==> src/rtl/pipelined_adder.sv <==
// pipelined_adder: WIDTH-bit add/subtract split into CHUNK-bit slices, one
// slice per pipeline stage, carry registered between stages. Operand bits not
// yet summed and result bits already summed travel alongside each transaction,
// so the complete sum leaves the last stage aligned.
//
// Handshake (both sides): a transfer happens on a rising clk edge where
// valid && ready are both high. valid does not wait for ready. While
// out_valid=1 && out_ready=0, sum/cout/ovf hold. The whole pipeline advances
// on one enable, en = out_ready || !out_valid. in_ready is that enable, so a
// stalled output freezes every stage and refuses new input.
//
// Timing: the accept cycle counts as cycle 0 and the result is valid in cycle
// STAGES. Stage 0 sums slice 0 straight from the inputs on the accept edge.
// Stage k registers slice k, and the last stage's registers are the outputs.
// WIDTH must be an integer multiple of CHUNK.
module pipelined_adder #(
    parameter int WIDTH = 16,
    parameter int CHUNK = 4
) (
    input  logic             clk,
    input  logic             rst,
    input  logic             in_valid,
    output logic             in_ready,
    input  logic [WIDTH-1:0] a,
    input  logic [WIDTH-1:0] b,
    input  logic             cin,
    input  logic             sub,
    output logic             out_valid,
    input  logic             out_ready,
    output logic [WIDTH-1:0] sum,
    output logic             cout,
    output logic             ovf
);

    localparam int STAGES = WIDTH / CHUNK;
    localparam int LAST   = STAGES - 1;

    // Stage registers: valid, remaining operands (b already conditionally
    // inverted), partial sum and carry out of the slice handled by the stage.
    logic             v_q [STAGES];
    logic [WIDTH-1:0] a_q [STAGES];
    logic [WIDTH-1:0] b_q [STAGES];
    logic [WIDTH-1:0] s_q [STAGES];
    logic             c_q [STAGES];
    logic             ovf_q;

    // Values presented to each stage by the stage before it (or by the inputs).
    logic             v_src [STAGES];
    logic [WIDTH-1:0] a_src [STAGES];
    logic [WIDTH-1:0] b_src [STAGES];
    logic [WIDTH-1:0] s_src [STAGES];
    logic             c_src [STAGES];

    // Per-stage combinational results.
    logic [CHUNK:0]   slice [STAGES];
    logic [WIDTH-1:0] s_nxt [STAGES];
    logic             ovf_nxt;

    logic en;

    // Single global enable: the pipeline moves unless the output is stalled.
    assign en       = out_ready || !out_valid;
    assign in_ready = en;

    // Route the upstream input into stage 0 and each stage register into the next stage.
    always_comb begin
        v_src[0] = in_valid;
        a_src[0] = a;
        b_src[0] = sub ? ~b : b;
        s_src[0] = '0;
        c_src[0] = cin;
        for (int k = 1; k < STAGES; k++) begin
            v_src[k] = v_q[k-1];
            a_src[k] = a_q[k-1];
            b_src[k] = b_q[k-1];
            s_src[k] = s_q[k-1];
            c_src[k] = c_q[k-1];
        end
    end

    // Each stage sums its own slice and inserts it into the travelling partial sum.
    always_comb begin
        for (int k = 0; k < STAGES; k++) begin
            slice[k] = {1'b0, a_src[k][k*CHUNK +: CHUNK]}
                     + {1'b0, b_src[k][k*CHUNK +: CHUNK]}
                     + {{CHUNK{1'b0}}, c_src[k]};
            s_nxt[k] = s_src[k];
            s_nxt[k][k*CHUNK +: CHUNK] = slice[k][CHUNK-1:0];
        end
        // Carry into the MSB is recovered from the MSB's own sum bit.
        ovf_nxt = (a_src[LAST][WIDTH-1] ^ b_src[LAST][WIDTH-1] ^ s_nxt[LAST][WIDTH-1])
                ^ slice[LAST][CHUNK];
    end

    // Advance all stages together; data registers load only with a valid transaction.
    always_ff @(posedge clk) begin
        if (rst) begin
            for (int k = 0; k < STAGES; k++) begin
                v_q[k] <= 1'b0;
                a_q[k] <= '0;
                b_q[k] <= '0;
                s_q[k] <= '0;
                c_q[k] <= 1'b0;
            end
            ovf_q <= 1'b0;
        end else if (en) begin
            for (int k = 0; k < STAGES; k++) begin
                v_q[k] <= v_src[k];
                if (v_src[k]) begin
                    a_q[k] <= a_src[k];
                    b_q[k] <= b_src[k];
                    s_q[k] <= s_nxt[k];
                    c_q[k] <= slice[k][CHUNK];
                end
            end
            if (v_src[LAST]) begin
                ovf_q <= ovf_nxt;
            end
        end
    end

    assign out_valid = v_q[LAST];
    assign sum       = s_q[LAST];
    assign cout      = c_q[LAST];
    assign ovf       = ovf_q;

endmodule

==> config.mk <==
export PLATFORM = sky130hd
export DESIGN_NAME = pipelined_adder
export DESIGN_NICKNAME = d
export VERILOG_FILES = /design/src/rtl/pipelined_adder.sv
export SDC_FILE = /design/constraint.sdc
export NUM_CORES = 1
export LEC_CHECK = 0
export BUFFER_PORTS_ARGS = -buffer_cell sky130_fd_sc_hd__buf_2
export CAP_MARGIN = 10
export CORE_ASPECT_RATIO = 1.5
export CORE_UTILIZATION = 60
export DETAILED_ROUTE_END_ITERATION = 10
export PLACE_DENSITY = 0.83
export SYNTH_ARGS = -nofsm -noshare
export SYNTH_HDL_FRONTEND = slang
export SYNTH_SLANG_ARGS = --single-unit
==> constraint.sdc <==
create_clock -name clk -period 3.5 [get_ports clk]
set_clock_uncertainty 0.2 [all_clocks]
set_input_delay 0.175 -clock clk [delete_from_list [all_inputs] [get_ports clk]]
set_output_delay 0.175 -clock clk [all_outputs]
set_load 0.01 [all_outputs]
==> flow_metrics.py <==
metrics = {
    "run_status": {
        "outcome": "complete, but fails checks",
        "violations": "design-rule violations",
    },
    "synth": {
        "syn_avg_cell_area_sq_um": 14.4,
        "muxShareOfSynthArea_pct": 0,
        "synthAdderAreaFrac_pct": 7.18,
        "synth.distinct_cells": 27,
        "synth_top_family_by_area": "simple AND/OR/NAND/NOR gates",
        "yosys_register_bits": 97,
        "netlist_area_sq_mm": 0.00432,
        "synth-compound-area-share_pct": 3.21,
        "netlist_instances": 301,
        "synthesis.nets": 359,
        "synth_xor_xnor_area_share_pct": 4.26,
        "yosys_warnings": 0,
        "yosys.area_share.simple_pct": 14.2,
        "seq_area_frac_synth_pct": 67.2,
    },
    "timing": {
        "max_freq_ghz": 0.439,
        "rsz0062_at_grt": "no",
        "hold_violations": 0,
        "fin_crit_sh_pct": 65.0,
        "relSlewSlack_pct": 29.9,
        "period_needed_ns": 2.28,
        "tightest_slew_ns": 1.05,
        "fin_hold_ws_ns": 0.0430,
        "slew_viol_final": 0,
        "tns_ns": 0,
        "setup_viol": 0,
    },
    "floorplanning": {
        "die_area_sq_mm": 0.00755,
        "fp.dieH_microns": 106,
        "fp-row-count": 37,
        "initial_core_util_pct": 62.7,
        "fp.dieW_microns": 71.3,
        "core_area_sq_mm": 0.00690,
        "ios": 58,
    },
    "cts": {
        "root_buffer": "clkbuf_8",
        "clock-sinks": 97,
        "cts-resized-gates": 0,
        "ctsHoldBuffers": 25,
        "cts_tree": "yes",
        "h-tree-depth": 3,
        "clk_pin_slew_worst_paths_ns": 0.09,
        "post-cts-setup-buffer-count": 0,
        "cts.path.max_buffers": 2,
        "cts_buffers": 9,
        "clock_latency_ns": 0.36,
    },
    "layout": {
        "diodes": 0,
        "drive_gt1_share_pct": 20.6,
        "area_growth_pct": 16.2,
        "layout.nets": 436,
    },
    "detailed_routing": {
        "drc": 2,
        "dr.pass1.iters": 7,
        "viasPerCell": 5.26,
        "wl_per_cell_microns": 13.4,
        "wl_mm": 6.17,
        "antenna_left": 0,
        "drt_iter0_drc": 148,
        "via_count": 2427,
    },
    "power": {
        "switchingPower_w": 0.000521,
        "power_switching_share_pct": 23.2,
        "seq_power_share_pct": 61.7,
        "p_leak_nw": 2.28,
        "vdd_drop_max_mv": 0.284,
        "power_density_mw_per_mm2": 447,
        "finalPower_w": 0.00224,
        "pwr-share-clk_pct": 27.8,
        "power_frac_comb_pct": 10.5,
        "internal-power_w": 0.00172,
    },
    "global_route": {
        "antenna_found_initial": 0,
        "grt_pass1_wl_mm": 10.2,
        "grtUsageMet3_pct": 2.94,
        "top_usage_layer": "met2",
        "grt_pass1_vias": 2372,
        "grt_overflow": 0,
        "grt_usage_pct": 18.5,
        "grtUsageMet1_pct": 18.5,
        "met2_usage_pct": 33.4,
        "grt_max_degree": 69,
    },
    "min_path": {
        "hold_path_class": "in2reg",
    },
    "placement": {
        "gp_congestion": 0.737,
        "port_buffers": 57,
        "dp_hpwl_mm": 4.07,
    },
    "worst_setup_path": {
        "path_class": "reg2reg",
        "setup.worst_path.end_class": "register",
        "cp.required_ns": 3.58,
        "path_max_fanout": 2,
        "cp.arrival_ns": 2.36,
        "start_kind": "register",
    },
    "flow_run": {
        "cap_violations": 0,
    },
}
-- stage by stage --
step                instance area [sq um]  instances  setup WS, ns  utilization [%]
floorplan                            4320        301          1.31                -
global placement                     4600        420          1.27             66.7
detailed placement                   4600        420          1.21             66.7
CTS                                  5020        461          1.20             72.8
global route                         5020        461          1.11             72.8
finish                               5020        461          1.22             72.8
-- placed cells by master, fill, tap and decap left out, types with 3 or more instances in the layout --
cell	instances
a21o_1	7
xnor2_1	16
nor2_1	22
dlygate4sd3_1	25
clkbuf_8	9
xor2_1	5
ha_1	12
edfxtp_1	96
fa_1	8
nand2_1	3
nor2b_1	6
o21ai_0	4
buf_2	57
and3_1	64
nor3_1	4
a21oi_1	5
clkinvlp_4	3
inv_1	19
-- path summary, 6_finish.rpt --
path	startpoint	to	slack [ns]	depth (start not counted)
hold reg to reg	ovf$_SDFFE_PP0P_	ovf$_SDFFE_PP0P_	0.32	2
hold / removal	a[3]	c_q[0]$_SDFFCE_PN0P_	0.04	4
setup reg to reg	c_q[2]$_SDFFCE_PN0P_	ovf$_SDFFE_PP0P_	1.22	6
setup / recovery	c_q[2]$_SDFFCE_PN0P_	ovf$_SDFFE_PP0P_	1.22	6
-- flip-flops by register name, summed over array words and instances (netlist names) --
signal  cells
a_q        24
b_q        24
c_q         4
ovf         1
s_q        40
v_q         4
-- cell type report --
class,count,area [sq um]
clock buffers,9,124
inverters,19,71.3
repair buffers,82,536
well taps,78,97.6
flip-flops and latches,97,2900
fillers,431,1880
multi-input cells,169,1250
clock inverters,7,45.0
-- critical path: stages (launching register included) --
cell and delay [ns]:
edfxtp_1 0.40, fa_1 0.48, fa_1 0.42, a21o_1 0.20
a21oi_2 0.17, xnor2_1 0.09, a311oi_1 0.24
-- cells by family after synthesis --
kind of cell    Yosys count
simple gates            107
flops                    97
buf+inv                  35
compound gates           21
xor+xnor                 21
fa+ha+maj                20
-- metal layers --
metal	up-vias	share of wire (%)
li1	1228	-
met1	1113	38
met2	69	55
met3	17	2.9
met4	0	4.5
met5	-	0
-- power groups by stage --
stage                     clock [W]  combinational [W]  sequential [W]
after floorplan                   0           0.000153         0.00141
after global placement            0           0.000201         0.00141
after detailed placement          0           0.000213         0.00141
after CTS                  0.000635           0.000235         0.00139
after global routing       0.000676           0.000264         0.00140
final                      0.000624           0.000235         0.00139
-- synthesized netlist by cell type, drive strengths merged --
cell	instances	area, sq um
nand2	6	35.0
and3	64	400
a21boi	2	15.0
xor2	5	43.8
fa	8	160
nor2	22	82.6
nor3b	2	15.0
edfxtp	96	2880
xnor2	16	140
buf	8	71.3
nor2b	6	37.5
nand2b	1	6.26
dfxtp	1	20.0
inv	19	71.3
clkbuf	8	30.0
ha	12	150
or2	1	6.26
nor3	4	20.0
o21ai	4	20.0
a21oi	7	42.5
and2b	1	10.0
a21o	7	52.6
a311oi	1	8.76
Note: power is estimated with default switching activity, not from simulation.
